===== src/rtl/sipo_frame_shift_if.sv =====
// Serial receive port of sipo_frame_shift: serial/control inputs plus frame handshake and status.
// The slave modport is the shift register; the master modport is its driver/consumer.
interface sipo_frame_shift_if #(
   parameter int WIDTH = 4
);
   localparam int CW = $clog2(WIDTH);

   logic             Clr;
   logic             ShiftEn;
   logic             Din;
   logic             FrameAck;
   logic [WIDTH-1:0] Dout;
   logic             Sout;
   logic [CW-1:0]    BitCnt;
   logic [WIDTH-1:0] Frame;
   logic             FrameValid;
   logic             Overrun;

   modport master (
      output Clr, ShiftEn, Din, FrameAck,
      input  Dout, Sout, BitCnt, Frame, FrameValid, Overrun
   );

   modport slave (
      input  Clr, ShiftEn, Din, FrameAck,
      output Dout, Sout, BitCnt, Frame, FrameValid, Overrun
   );
endinterface


===== src/rtl/sipo_frame_shift.sv =====
// Serial-in/parallel-out frame assembler: Frame/FrameValid appear on the edge sampling the last bit.
// FrameValid held until FrameAck; a frame landing on an unacknowledged one overwrites it and sets sticky Overrun.
module sipo_frame_shift #(
   parameter int WIDTH     = 4,
   parameter bit MSB_FIRST = 1'b0
) (
   input  logic              Clk,
   input  logic              Rst_n,
   sipo_frame_shift_if.slave sif
);
   localparam int            CW   = $clog2(WIDTH);
   localparam logic [CW-1:0] LAST = CW'(WIDTH - 1);

   logic [WIDTH-1:0] sr;
   logic [WIDTH-1:0] sr_nxt;
   logic [CW-1:0]    bit_cnt;
   logic [WIDTH-1:0] frame;
   logic             frame_vld;
   logic             overrun;
   logic             complete;

   // Post-shift word, so the completing edge captures the bit sampled on that same edge.
   always_comb begin
      sr_nxt = sr;
      if (MSB_FIRST) begin
         sr_nxt = {sr[WIDTH-2:0], sif.Din};
      end else begin
         sr_nxt = {sif.Din, sr[WIDTH-1:1]};
      end
   end

   assign complete = sif.ShiftEn && !sif.Clr && (bit_cnt == LAST);

   always_ff @(posedge Clk or negedge Rst_n) begin
      if (!Rst_n) begin
         sr        <= '0;
         bit_cnt   <= '0;
         frame     <= '0;
         frame_vld <= 1'b0;
         overrun   <= 1'b0;
      end else if (sif.Clr) begin
         sr        <= '0;
         bit_cnt   <= '0;
         frame_vld <= 1'b0;
         overrun   <= 1'b0;
      end else begin
         if (sif.ShiftEn) begin
            sr      <= sr_nxt;
            bit_cnt <= (bit_cnt == LAST) ? '0 : bit_cnt + CW'(1);
         end
         // A completing frame wins over an ack on the same edge.
         if (complete) begin
            frame     <= sr_nxt;
            frame_vld <= 1'b1;
            if (frame_vld && !sif.FrameAck) begin
               overrun <= 1'b1;
            end
         end else if (sif.FrameAck) begin
            frame_vld <= 1'b0;
         end
      end
   end

   assign sif.Dout       = sr;
   assign sif.Sout       = MSB_FIRST ? sr[WIDTH-1] : sr[0];
   assign sif.BitCnt     = bit_cnt;
   assign sif.Frame      = frame;
   assign sif.FrameValid = frame_vld;
   assign sif.Overrun    = overrun;
endmodule


===== src/flat_wrapper.sv =====
// flat-port wrapper written by rule: the top's interface ports become plain ports
module sipo_frame_shift_flat 
#(
   parameter int WIDTH     = 4,
   parameter bit MSB_FIRST = 1'b0
)
  (Clk, Rst_n, sif_Clr, sif_ShiftEn, sif_Din, sif_FrameAck, sif_Dout, sif_Sout, sif_BitCnt, sif_Frame, sif_FrameValid, sif_Overrun);
  sipo_frame_shift_if #(.WIDTH(WIDTH)) sif_i ();
  input  logic Clk;
  input  logic Rst_n;
  input wire logic [$bits(sif_i.Clr)-1:0] sif_Clr;
  input wire logic [$bits(sif_i.ShiftEn)-1:0] sif_ShiftEn;
  input wire logic [$bits(sif_i.Din)-1:0] sif_Din;
  input wire logic [$bits(sif_i.FrameAck)-1:0] sif_FrameAck;
  output wire logic [$bits(sif_i.Dout)-1:0] sif_Dout;
  output wire logic [$bits(sif_i.Sout)-1:0] sif_Sout;
  output wire logic [$bits(sif_i.BitCnt)-1:0] sif_BitCnt;
  output wire logic [$bits(sif_i.Frame)-1:0] sif_Frame;
  output wire logic [$bits(sif_i.FrameValid)-1:0] sif_FrameValid;
  output wire logic [$bits(sif_i.Overrun)-1:0] sif_Overrun;
  assign sif_i.Clr = sif_Clr;
  assign sif_i.ShiftEn = sif_ShiftEn;
  assign sif_i.Din = sif_Din;
  assign sif_i.FrameAck = sif_FrameAck;
  assign sif_Dout = sif_i.Dout;
  assign sif_Sout = sif_i.Sout;
  assign sif_BitCnt = sif_i.BitCnt;
  assign sif_Frame = sif_i.Frame;
  assign sif_FrameValid = sif_i.FrameValid;
  assign sif_Overrun = sif_i.Overrun;
  sipo_frame_shift #(.WIDTH(WIDTH), .MSB_FIRST(MSB_FIRST)) u_core (.Clk(Clk), .Rst_n(Rst_n), .sif(sif_i));
endmodule

===== config.mk =====
export PLATFORM = sky130hd
export DESIGN_NAME = sipo_frame_shift_flat
export DESIGN_NICKNAME = d
export VERILOG_FILES = /design/src/rtl/sipo_frame_shift_if.sv /design/src/rtl/sipo_frame_shift.sv /design/src/flat_wrapper.sv
export SDC_FILE = /design/constraint.sdc
export NUM_CORES = 1
export LEC_CHECK = 0
export ABC_AREA = 1
export BUFFER_PORTS_ARGS = -buffer_cell sky130_fd_sc_hd__buf_2
export CAP_MARGIN = 30
export CORE_MARGIN = 4
export CORE_UTILIZATION = 35
export CTS_BUF_LIST = sky130_fd_sc_hd__clkbuf_4
export DETAILED_ROUTE_END_ITERATION = 6
export GPL_ROUTABILITY_DRIVEN = 0
export GPL_TIMING_DRIVEN = 0
export PLACE_DENSITY = 0.65
export RECOVER_POWER = 50
export SYNTH_ARGS = -nofsm -noshare
export SYNTH_HDL_FRONTEND = slang
export SYNTH_SLANG_ARGS = --single-unit
export TNS_END_PERCENT = 5

===== constraint.sdc =====
create_clock -name Clk -period 1.21 [get_ports Clk]
set_clock_uncertainty 0.1 [all_clocks]
set_input_delay 0.121 -clock Clk [delete_from_list [all_inputs] [get_ports Clk]]
set_output_delay 0.121 -clock Clk [all_outputs]
set_load 0.02 [all_outputs]

# ---- Word-level counts from Yosys, hierarchy flattened
# Index checks and enable logic that the tools add are counted.
dict set report op_classes {
  n_addsub 1
  mul 0
  div_mod_pow 0
  order_cmp 0
  n_eq_ne 1
  shift 0
  muxes 11
  n_bitwise 1
  n_reduce_logical 11
}
# cell count
set ops {}
lappend ops {{$mux 4} 2}
lappend ops {{$mux 1} 6}
lappend ops {{$mux 2} 3}
lappend ops {{$reduce_bool 2->1} 3}
lappend ops {{$reduce_and 2->1} 2}
lappend ops {{$logic_and 1x1->1} 3}
lappend ops {{$reduce_bool 3->1} 1}
lappend ops {{$add 2x1->2 const B} 1}
lappend ops {{$eq 2x2->1 const B} 1}
lappend ops {{$logic_not 1->1} 2}
lappend ops {{$not 1->1} 1}
dict set report totals {
  register_bits 12
  latch_bits 0
  mem_bits_rw 0
  romBits 0
  output_inout_bits 13
  n_memories 0
}

# ---- Longest topological paths before layout
# Gate-level depths: netlist (run 1).
dict set report depth {
  word_depth 5
  depth_mapped 4
}

# ---- Worst setup path before layout (run 1)
# No wires, ideal clock.
dict set report synth_path {
  path_kind {register to register}
  from {reg u_core.bit_cnt[0], in the netlist u_core.sif.BitCnt[0]}
  to {reg u_core.frame[0], in the netlist u_core.sif.Frame[0]}
  arrival_ns 1.020
  required_ns 0.993
  setup_slack_ns -0.027
  stages_incl_launch_ff 5
  path_cell_list {dfrtp_1 ha_1 nand3_1 nand2_1 nand2_1}
}
dict set report synth_via {
  elab_chain_len 3
}
# element line_no
set synth_lines {}
lappend synth_lines {{from (decl)} sipo_frame_shift.sv:16} ;# logic [CW-1:0] bit_cnt;
lappend synth_lines {{from (signal assigned)} sipo_frame_shift.sv:49} ;# bit_cnt <= (bit_cnt == LAST) ? '0 : bit_cnt + CW'(1);
lappend synth_lines {{$eq 2x2->1} sipo_frame_shift.sv:32} ;# assign complete = sif.ShiftEn && !sif.Clr && (bit_cnt == LAST);
lappend synth_lines {{$logic_and 1x1->1} sipo_frame_shift.sv:32}
lappend synth_lines {{$reduce_and 2->1 (no source line)} -}
lappend synth_lines {{to (signal assigned)} sipo_frame_shift.sv:53} ;# frame <= sr_nxt;
lappend synth_lines {{to (decl)} sipo_frame_shift.sv:17} ;# logic [WIDTH-1:0] frame;
# No other way between the ends.
# A chain may end at the register's enable or synchronous reset.

# ---- Worst setup path after layout (run 1)
dict set report layout_path {
  from {reg u_core.sr[0], in the netlist u_core.sif.Dout[0]}
  to {out sif_Dout[0]}
}
# element line_no
set layout_lines {}
lappend layout_lines {{from (decl)} sipo_frame_shift.sv:14} ;# logic [WIDTH-1:0] sr;
lappend layout_lines {{from (signal assigned)} sipo_frame_shift.sv:48} ;# sr <= sr_nxt;
lappend layout_lines {{to (decl)} flat_wrapper.sv:15} ;# output wire logic [$bits(sif_i.Dout)-1:0] sif_Dout;
# No word-level cell between the ends.

==> results of run 1 <==
==> final cells by class <==
type / instances / area [um^2]
fillers: 125 / 642
multi-input cells: 37 / 183
clock inverters: 1 / 3.75
clock buffers: 3 / 22.5
inverters: 3 / 11.3
flip-flops and latches: 12 / 303
repair buffers: 21 / 124
well taps: 15 / 18.8
plain buffers: 3 / 26.3
==> worst register-to-register path, cell delays in order (launching register included) <==
cell and delay, ps:
dfrtp_2 380, ha_2 230, nand3_2 150, nand2_1 90
nand2_1 50
==> power breakdown <==
part / total (uW) / internal [uW] / leakage, uW / switching [uW]
combinational: 110 / 41.3 / 0.000223 / 68.7
clock: 248 / 119 / 0.0000154 / 129
sequential: 432 / 420 / 0.000162 / 12.7
==> per-layer routing <==
| layer | GRT usage, % | share of wire (%) |
|---|---|---|
| met2 | 15.7 | 43 |
| met3 | 7.03 | 8.1 |
| met1 | 15.7 | 47 |
| met5 | 0 | 0 |
| met4 | 8.52 | 2.3 |
==> state kept, by name, indices dropped and copies added (netlist names) <==
name / flops
u_core.sif.Frame: 4
u_core.sif.Overrun: 1
u_core.sif.Dout: 4
u_core.sif.BitCnt: 2
u_core.sif.FrameValid: 1
==> layout by cell type (no fill, tap or decap), types with 3 or more instances in the layout <==
cell	count
nand4_1	4
clkbuf_4	3
dfrtp_1	10
inv_1	3
nand3_1	5
dlygate4sd3_1	3
buf_2	15
nand2_1	21
==> through the flow <==
step | setup WS [ps] | TNS, ps | hold slack, ps
after floorplan | 2.68 | 0 | -275
after global placement | -30.8 | -30.8 | -83.9
after detailed placement | -14.3 | -14.3 | -77.3
after CTS | 28.2 | 0 | 42.3
after global routing | 3.66 | 0 | 36.4
final | 60.5 | 0 | 46.3
==> worst max path at each step <==
stage                          from  depth (start not counted)               endpoint  slack (ps)
2_1_floorplan  u_core.sif.BitCnt[0]                          3  u_core.sif.FrameValid           3
3_3_place_gp   u_core.sif.BitCnt[0]                          3  u_core.sif.FrameValid         -30
3_5_place_dp   u_core.sif.BitCnt[0]                          3  u_core.sif.FrameValid         -10
4_1_cts          u_core.sif.Dout[0]                          2            sif_Dout[0]          30
5_1_grt          u_core.sif.Dout[0]                          2            sif_Dout[0]           4
6_report         u_core.sif.Dout[0]                          2            sif_Dout[0]          60
==> logic make-up after synthesis <==
group | synth area share [%]
DFF | 58.5
AOI/OAI and AO/OA | 4.15
adders and majority gates | 2.44
buffers and inverters | 7.32
and+or+nand+nor | 27.6
==> timing repair <==
action | 4_1_cts | 5_1_grt
endpoints found under the setup margin | 1 | 3
hold buffers | 3 | 0
gates resized for setup | 1 | 3
hold endpoints to repair | 14 | 0
buffers inserted | 0 | 0
==> metrics.md, run 1 <==
| Metric | Value |
|---|---|
| Max Fanout on Critical Path | 3 |
| Warnings, synthesis | 0 |
| IO Count | 19 |
| DIE WIDTH | 46.3 um |
| Mapped Area | 513 um^2 |
| GRT Util Overall | 12.4% |
| Fraction of layout cells with a size suffix above 1 | 33.8% |
| DR WL/cell | around 12 um |
| Critical path buffer and inverter count | 2 |
| Starting density of the core | slightly below 40% |
| Critical path launch point type | register |
| Hold wc startpoint | sif_FrameAck |
| Max-cap violations | 0 |
| #FFs+latches synth | 12 |
| Number of global-route vias before repair | around 370 |
| Slowest stage cell on the critical path | dfrtp_1 |
| Via count | between 400 and 500 |
| Setup Viol. Count Final | 0 |
| TritonCTS clock tree | yes |
| Syn avg cell area | around 9.3 um^2 |
| Top cell type's share of synthesized area | 58.5% |
| Period utilization | 95.0% |
| Reg2Reg Launch Point | u_core.sif.BitCnt[0] |
| Clock Sinks | 12 |
| Total routed wirelength | 1110 um |
| Power Density | between 1000 and 1500 nW/um^2 |
| Minimum clock period | 1150 ps |
| Vias/cell | roughly 4.6 |
| Die area | between 2000 and 2500 um^2 |
| Pin count of the biggest net entering global routing | 13 |
| Root buf cell | clkbuf_4 |
| Fmax | around 870 MHz |
| Total power | around 790 uW |
| Unrepaired setup endpoints after global routing | no |
| Crit path DAT | roughly 930 ps |
| Area delta synth->final | 34.9% |
| Finished Layout Cells | between 90 and 100 |
| Nets | 88 |
| Top FF cell, synth | dfrtp_1 |
| Hold path endpoint | u_core.sif.Overrun |
| Largest area contributor in the netlist | dfrtp_1 |
| Worst hold path type | input port to register |
| Ys async rst share | 100% |
| Core ar. | 1330 um^2 |
| Clock Pin Slew Worst Setup and Hold Paths | around 70 ps |
| Most numerous cell in the Yosys netlist | nand2_1 |
| Reg2reg path depth | 4 |
| Crit path kind | register to output pin |
| Post-Syn Nets | between 60 and 70 |
| Leak | 0.000400 uW |
| First-pass GRT wire length | 1690 um |
| Cell count after synthesis | 55 |
| Placed insts | just under 90 |
| Grt ovf | 0 |
| Num rows | 13 |
| Die Ht | 46.3 um |
| Port buffer count | 18 |
| Initial antenna violation count | 0 |
| Hold Vio Cnt, Final | 0 |
| Antenna Nets Post-Route | 0 |
| Crit. End Element | output pin |
| DRC violations left | 0 |
| Final Max Slew Viols | 0 |
| Final instance area | ~690 um^2 |
| Worst-Margin Slew | 643 ps |
| Fin util | between 50 and 60% |
| Yosys cell types | 11 |
| Num CTS Buffers | 3 |
| Crit-path leading delay family | flip-flops |
| Deepest clock path buffer count | 2 |
| Reg2reg end | u_core.sif.Frame[1] |
| Register-to-register setup slack | roughly 110 ps |
| Peak supply drop | roughly 0.00070 V |
| Drt first pass iters | 4 |
| Crit-path max cell delay | around 400 ps |
| Clk_lat worst skew | approximately 270 ps |
| Synth top cells by count | 21 x nand2_1, 12 x dfrtp_1, 6 x nand3_1 |
| Ant. Diodes | 0 |
| Critical-path cell list | buf_4, buf_6 |
| Status | complete, no violations |
| Number of synthesized flops with an enable pin | 0 |
| Top cells by area, synth | dfrtp_1 59%, nand2_1 15%, nand3_1 5.9% |
| WP data required | slightly below 1000 ps |
| Placed Area | 624 um^2 |
| Initial drt markers | 9 |
| Seq/Total Area, Yosys | 58.5% |
| Max-slew headroom | 57.1% |
| Hold Path Stages | 4 |
| H-tree depth | 1 |
Note: power is estimated with default switching activity, not from simulation.
==> inputs of run 2 (changes only) <==
==> constraint.sdc (replaced) <==
create_clock -name Clk -period 1.4 [get_ports Clk]
set_clock_uncertainty 0.1 [all_clocks]
set_input_delay 0.14 -clock Clk [delete_from_list [all_inputs] [get_ports Clk]]
set_output_delay 0.14 -clock Clk [all_outputs]
set_load 0.02 [all_outputs]
==> metrics.md, run 2 (same netlist as run 1, synthesis figures left out) <==
| Metric | Value |
|---|---|
| P_int | 496 uW (was 580 uW) |
| Reg2Reg Launch Point | u_core.sif.BitCnt[0] (unchanged) |
| Setup Viol. Count Final | 0 (unchanged) |
| Leak | 0.000395 uW (was 0.000400 uW) |
| Number of global-route vias before repair | 440 (was 372) |
| Fmax | 790 MHz |
| Grt ovf | 0 (unchanged) |
| Sw frac | 26.0% (was 26.6%) |
| Die Ht | 46.3 um (unchanged) |
| Status | complete, no violations (unchanged) |
| Fraction of layout cells with a size suffix above 1 | 29.5% (was 33.8%) |
| Area delta synth->final | 27.8% (was 34.9%) |
| First-pass GRT wire length | 1880 um (was 1690 um) |
| Antenna Nets Post-Route | 0 (unchanged) |
| Num rows | 13 (unchanged) |
| H-tree depth | 1 (unchanged) |
| GRT Util Overall | 12.5% (was 12.4%) |
| Total net switching power | 174 uW (was 210 uW) |
| Total routed wirelength | 1080 um (was 1110 um) |
| Port buffer count | 18 (unchanged) |
| WP data required | 1430 ps (was 990 ps) |
| Combinational Power Share | 13.2% (was 13.9%) |
| Power Density | 1020 nW/um^2 (was 1140 nW/um^2) |
| IO Count | 19 (unchanged) |
| Pin count of the biggest net entering global routing | 13 (unchanged) |
| Minimum clock period | 1270 ps |
| DRC violations left | 0 (unchanged) |
| Clock Pin Slew Worst Setup and Hold Paths | 70 ps (about the same) |
| # Post-CTS Setup Buffers | 0 (unchanged) |
| Crit-path max cell delay | 410 ps (was 390 ps) |
| Critical path origin | u_core.sif.BitCnt[0] (was u_core.sif.Dout[0]) |
| Num CTS Buffers | 3 (unchanged) |
| DR WL/cell | 11.6 um (about the same) |
| Crit. End Element | register (was output pin) |
| Most common library cell in the layout ignoring fill and taps | nand2_1 (unchanged) |
| Clk_lat worst skew | 260 ps (was 270 ps) |
| Ant. Diodes | 0 (unchanged) |
| Drt first pass iters | 3 (was 4) |
| DPL Wire Length | between 800 and 900 um |
| Worst-Margin Slew | 654 ps (was 643 ps) |
| Unrepaired setup endpoints after global routing | no (unchanged) |
| Power share of the clock group | 31.2% (was 31.4%) |
| Most frequent cells in the layout | 21 x nand2_1, 16 x buf_2, 12 x dfrtp_1, 6 x nand3_1, 4 x nand4_1 (was 21 x nand2_1, 15 x buf_2, 10 x dfrtp_1, 5 x nand3_1, 4 x nand4_1) |
| Hold Vio Cnt, Final | 0 (unchanged) |
| Hold wc startpoint | sif_Clr (was sif_FrameAck) |
| Critical path buffer and inverter count | 0 (was 2) |
| Vias/cell | 4.81 (was 4.62) |
| Fin util | 49.2% (was 51.9%) |
| Flop pwr share | 55.7% (was 54.7%) |
| Crit-path leading delay family | flip-flops (unchanged) |
| Max-slew headroom | 56.4% (was 57.1%) |
| DIE WIDTH | 46.3 um (unchanged) |
| Crit path DAT | 1300 ps (was 930 ps) |
| Crit path kind | register to register (was register to output pin) |
| Nets | 86 (was 88) |
| Via count | 447 (was 439) |
| Slowest stage cell on the critical path | dfrtp_1 (unchanged) |
| Worst hold path type | input port to register (unchanged) |
| Die area | 2140 um^2 (unchanged) |
| Starting density of the core | 38.5% (unchanged) |
| Max Fanout on Critical Path | 6 (was 3) |
| Critical-path cell list | ha_1, nand3_1, o21ai_0 (was buf_4, buf_6) |
| Critical path launch point type | register (unchanged) |
| Root buf cell | clkbuf_4 (unchanged) |
| TritonCTS clock tree | yes (unchanged) |
| Deepest clock path buffer count | 2 (unchanged) |
| Initial drt markers | 2 (was 9) |
| Clock Sinks | 12 (unchanged) |
| Final Max Slew Viols | 0 (unchanged) |
| Initial antenna violation count | 0 (unchanged) |
| Core ar. | 1330 um^2 (unchanged) |
| Peak supply drop | 0.000489 V (was 0.000704 V) |
| Period utilization | roughly 90% |
| Setup TNS | 0 ps (unchanged) |
| Max-cap violations | 0 (unchanged) |
-- run 2: power groups by stage --
stage	clock network [uW]	registers, uW	logic, uW
floorplan	0	398	29.9
global placement	0	379	86.4
detailed placement	0	380	89.2
CTS	221	373	91.1
global route	236	375	98.4
finish	209	373	88.3
-- run 2: final timing paths --
check | to | slack, ps | cells past startpoint
min | u_core.sif.FrameValid | 20 | 2
max in group asynchronous | u_core.sif.Dout[0] | 470 | 2
max reg2reg | u_core.sif.FrameValid | 130 | 3
min reg2reg | u_core.sif.Frame[2] | 370 | 2
min in group asynchronous | u_core.sif.Overrun | 310 | 2
max | u_core.sif.FrameValid | 130 | 3
-- run 2: routing by layer --
| metal | vias up | wire length (um) | track usage, % |
|---|---|---|---|
| met1 | 210 | 446 | 14.7 |
| li1 | 224 | - | - |
| met4 | 0 | 10 | 6.82 |
| met2 | 11 | 537 | 20.3 |
| met5 | - | 0 | 0 |
| met3 | 2 | 81 | 3.52 |
-- run 2: worst reg2reg max path, stage by stage, from the launching register on --
cell and delay [ps]:
dfrtp_1 410, ha_1 270, nand3_1 220, o21ai_0 130
-- run 2: area by class of cell --
class                      instances  area (um^2)
sequential                        12          300
tap                               15         18.8
clock inverter                     1         3.75
fill                             142          678
timing repair buffer              19         97.6
inverter                           3         11.3
buffer                             3         26.3
multi-input combinational         37          175
clock buffer                       3         22.5
-- run 2: metrics by stage --
stage / worst slack (ps) / power, uW / area (um^2) / hold WS (ps) / cells
after floorplan: 163 / 428 / 513 / -256 / 55
after global placement: 171 / 465 / 622 / -69.5 / 88
after detailed placement: 137 / 469 / 622 / -64.7 / 88
after CTS: 113 / 685 / 658 / 16.5 / 93
after global routing: 29.4 / 710 / 656 / 41.7 / 93
final: 134 / 670 / 656 / 24.9 / 93
-- run 2: repair_timing --
| item | CTS | global route |
|---|---|---|
| hold endpoints to repair | 12 | 0 |
| resized for setup | 0 | 0 |
| hold buffers | 1 | 0 |
==> inputs of run 3 (changes only) <==
==> constraint.sdc (replaced) <==
create_clock -name Clk -period 1.25 [get_ports Clk]
set_clock_uncertainty 0.1 [all_clocks]
set_input_delay 0.125 -clock Clk [delete_from_list [all_inputs] [get_ports Clk]]
set_output_delay 0.125 -clock Clk [all_outputs]
set_load 0.02 [all_outputs]
==> metrics.md, run 3 (same netlist as run 1, synthesis figures left out) <==
| Metric | Value |
|---|---|
| Root buf cell | clkbuf_4 (unchanged) |
| # Post-CTS Setup Buffers | 0 (unchanged) |
| Final instance area | 663 um^2 (was 656 um^2) |
| Footprint of the multi-input gates | 183 um^2 (was 175 um^2) |
| Pre-CTS setup slack | -13.3 ps (was 137 ps) |
| DPL Wire Length | 818 um (unchanged) |
| Hold Vio Cnt, Final | 0 (unchanged) |
| Port buffer count | 18 (unchanged) |
| Fill count | 140 (was 142) |
| Drt first pass iters | 2 (was 3) |
| Unrepaired setup endpoints after global routing | no (unchanged) |
| Leak | 0.000393 uW (was 0.000395 uW) |
| Worst hold path type | input port to register (unchanged) |
| Antenna Nets Post-Route | 0 (unchanged) |
| TritonCTS clock tree | yes (unchanged) |
| Most common library cell in the layout ignoring fill and taps | nand2_1 (unchanged) |
| Max Fanout on Critical Path | 3 (was 6) |
| Die area | 2140 um^2 (unchanged) |
| Total routed wirelength | 1100 um (was 1080 um) |
| Setup Viol. Count Final | 0 (unchanged) |
| Clk_lat worst skew | 260 ps (about the same) |
| DR WL/cell | 11.8 um (was 11.6 um) |
| H-tree depth | 1 (unchanged) |
| Fraction of layout cells with a size suffix above 1 | 32.1% (was 29.5%) |
| IO Count | 19 (unchanged) |
| Final Max Slew Viols | 0 (unchanged) |
| Vias/cell | 4.92 (was 4.81) |
| Num rows | 13 (unchanged) |
| Ant. Diodes | 0 (unchanged) |
| Period utilization | between 90 and 100% |
| Status | complete, no violations (unchanged) |
| Power Density | 1140 nW/um^2 (was 1020 nW/um^2) |
| Clock Pin Slew Worst Setup and Hold Paths | 70 ps (about the same) |
| Fmax | between 800 and 900 MHz |
| Most frequent cells in the layout | 21 x nand2_1, 16 x buf_2, 12 x dfrtp_1, 5 x nand3_1, 4 x nand4_1 (was 21 x nand2_1, 16 x buf_2, 12 x dfrtp_1, 6 x nand3_1, 4 x nand4_1) |
| Crit path DAT | 930 ps (was 1300 ps) |
| Total power | 754 uW (was 670 uW) |
| DIE WIDTH | 46.3 um (unchanged) |
| Placed insts | 88 (unchanged) |
| Starting density of the core | 38.5% (unchanged) |
| Clock Sinks | 12 (unchanged) |
| Initial antenna violation count | 0 (unchanged) |
| GRT Util Overall | 12.5% (unchanged) |
| Worst-Margin Slew | 657 ps (was 654 ps) |
| Core ar. | 1330 um^2 (unchanged) |
| Finished Layout Cells | 93 (unchanged) |
| Area delta synth->final | 29.3% (was 27.8%) |
| Critical path launch point type | register (unchanged) |
| DRC violations left | 0 (unchanged) |
| Deepest clock path buffer count | 2 (unchanged) |
| Max-slew headroom | 56.2% (was 56.4%) |
| WP data required | 1020 ps (was 1430 ps) |
| Peak supply drop | 0.000554 V (was 0.000489 V) |
| Grt ovf | 0 (unchanged) |
| Pin count of the biggest net entering global routing | 13 (unchanged) |
| Crit path kind | register to output pin (was register to register) |
| Initial drt markers | 2 (unchanged) |
| Nets | 86 (unchanged) |
| Placed Area | 622 um^2 (unchanged) |
| Final setup margin | 92.6 ps (was 134 ps) |
| Critical path origin | u_core.sif.Dout[0] (was u_core.sif.BitCnt[0]) |
| Reg2Reg Launch Point | u_core.sif.BitCnt[0] (unchanged) |
| Die Ht | 46.3 um (unchanged) |
| First-pass GRT wire length | 1880 um (unchanged) |
| Via count | 458 (was 447) |
| Crit. End Element | output pin (was register) |
| Max-cap violations | 0 (unchanged) |
| Minimum clock period | roughly 1200 ps |
| Hold wc startpoint | sif_Clr (unchanged) |
| Register area | 300 um^2 (unchanged) |
| Num CTS Buffers | 3 (unchanged) |
| Number of global-route vias before repair | 440 (unchanged) |
run 3: path summary, 6_finish.rpt:
check,cells after the start,endpoint,slack (ps)
hold / removal,2,u_core.sif.FrameValid,7
setup reg to reg,4,u_core.sif.Frame[3],110
hold reg to reg,2,u_core.sif.Frame[2],370
setup / recovery,2,sif_Dout[0],90
min in group asynchronous,2,u_core.sif.Overrun,300
max in group asynchronous,2,u_core.sif.Dout[3],340
run 3: through the flow:
stage	TNS (ps)	utilization [%]	hold slack, ps
3_3_place_gp	0	46.6	-84.5
6_report	0	49.7	7.13
5_1_grt	0	49.7	26.7
2_1_floorplan	0	-	-271
4_1_cts	0	49.7	1.50
3_5_place_dp	-13.3	46.6	-79.7
run 3: layout make-up:
cell class | instances | area share [%]
inverter | 3 | 1.70
multi-input combinational | 37 | 27.5
sequential | 12 | 45.3
timing repair buffer | 19 | 14.7
clock buffer | 3 | 3.40
tap | 15 | 2.83
buffer | 3 | 3.96
clock inverter | 1 | 0.566
run 3: metal layers:
| layer | wire [um] | GRT usage [%] | up-vias | share of wire, % |
|---|---|---|---|---|
| li1 | - | - | 225 | - |
| met1 | 467 | 14.7 | 216 | 43 |
| met4 | 18 | 6.82 | 0 | 1.6 |
| met2 | 527 | 20.3 | 13 | 48 |
| met5 | 0 | 0 | - | 0 |
| met3 | 86 | 3.52 | 4 | 7.8 |
run 3: critical path, stage by stage (launching register included):
cell,delay [ps]
dfrtp_1,390
buf_4,130
buf_2,150
run 3: repair_timing:
action,4_1_cts,5_1_grt
hold buffers,1,0
endpoints found under the hold margin,12,0
setup endpoints to repair,5,5
gates resized for setup,1,1
run 3: power breakdown:
part / internal, uW / total, uW / leakage (uW) / switching (uW)
Combinational: 35.4 / 101 / 0.000213 / 65.1
Clock: 115 / 236 / 0.0000154 / 121
Sequential: 405 / 418 / 0.000165 / 12.5
Total: 556 / 754 / 0.000393 / 198
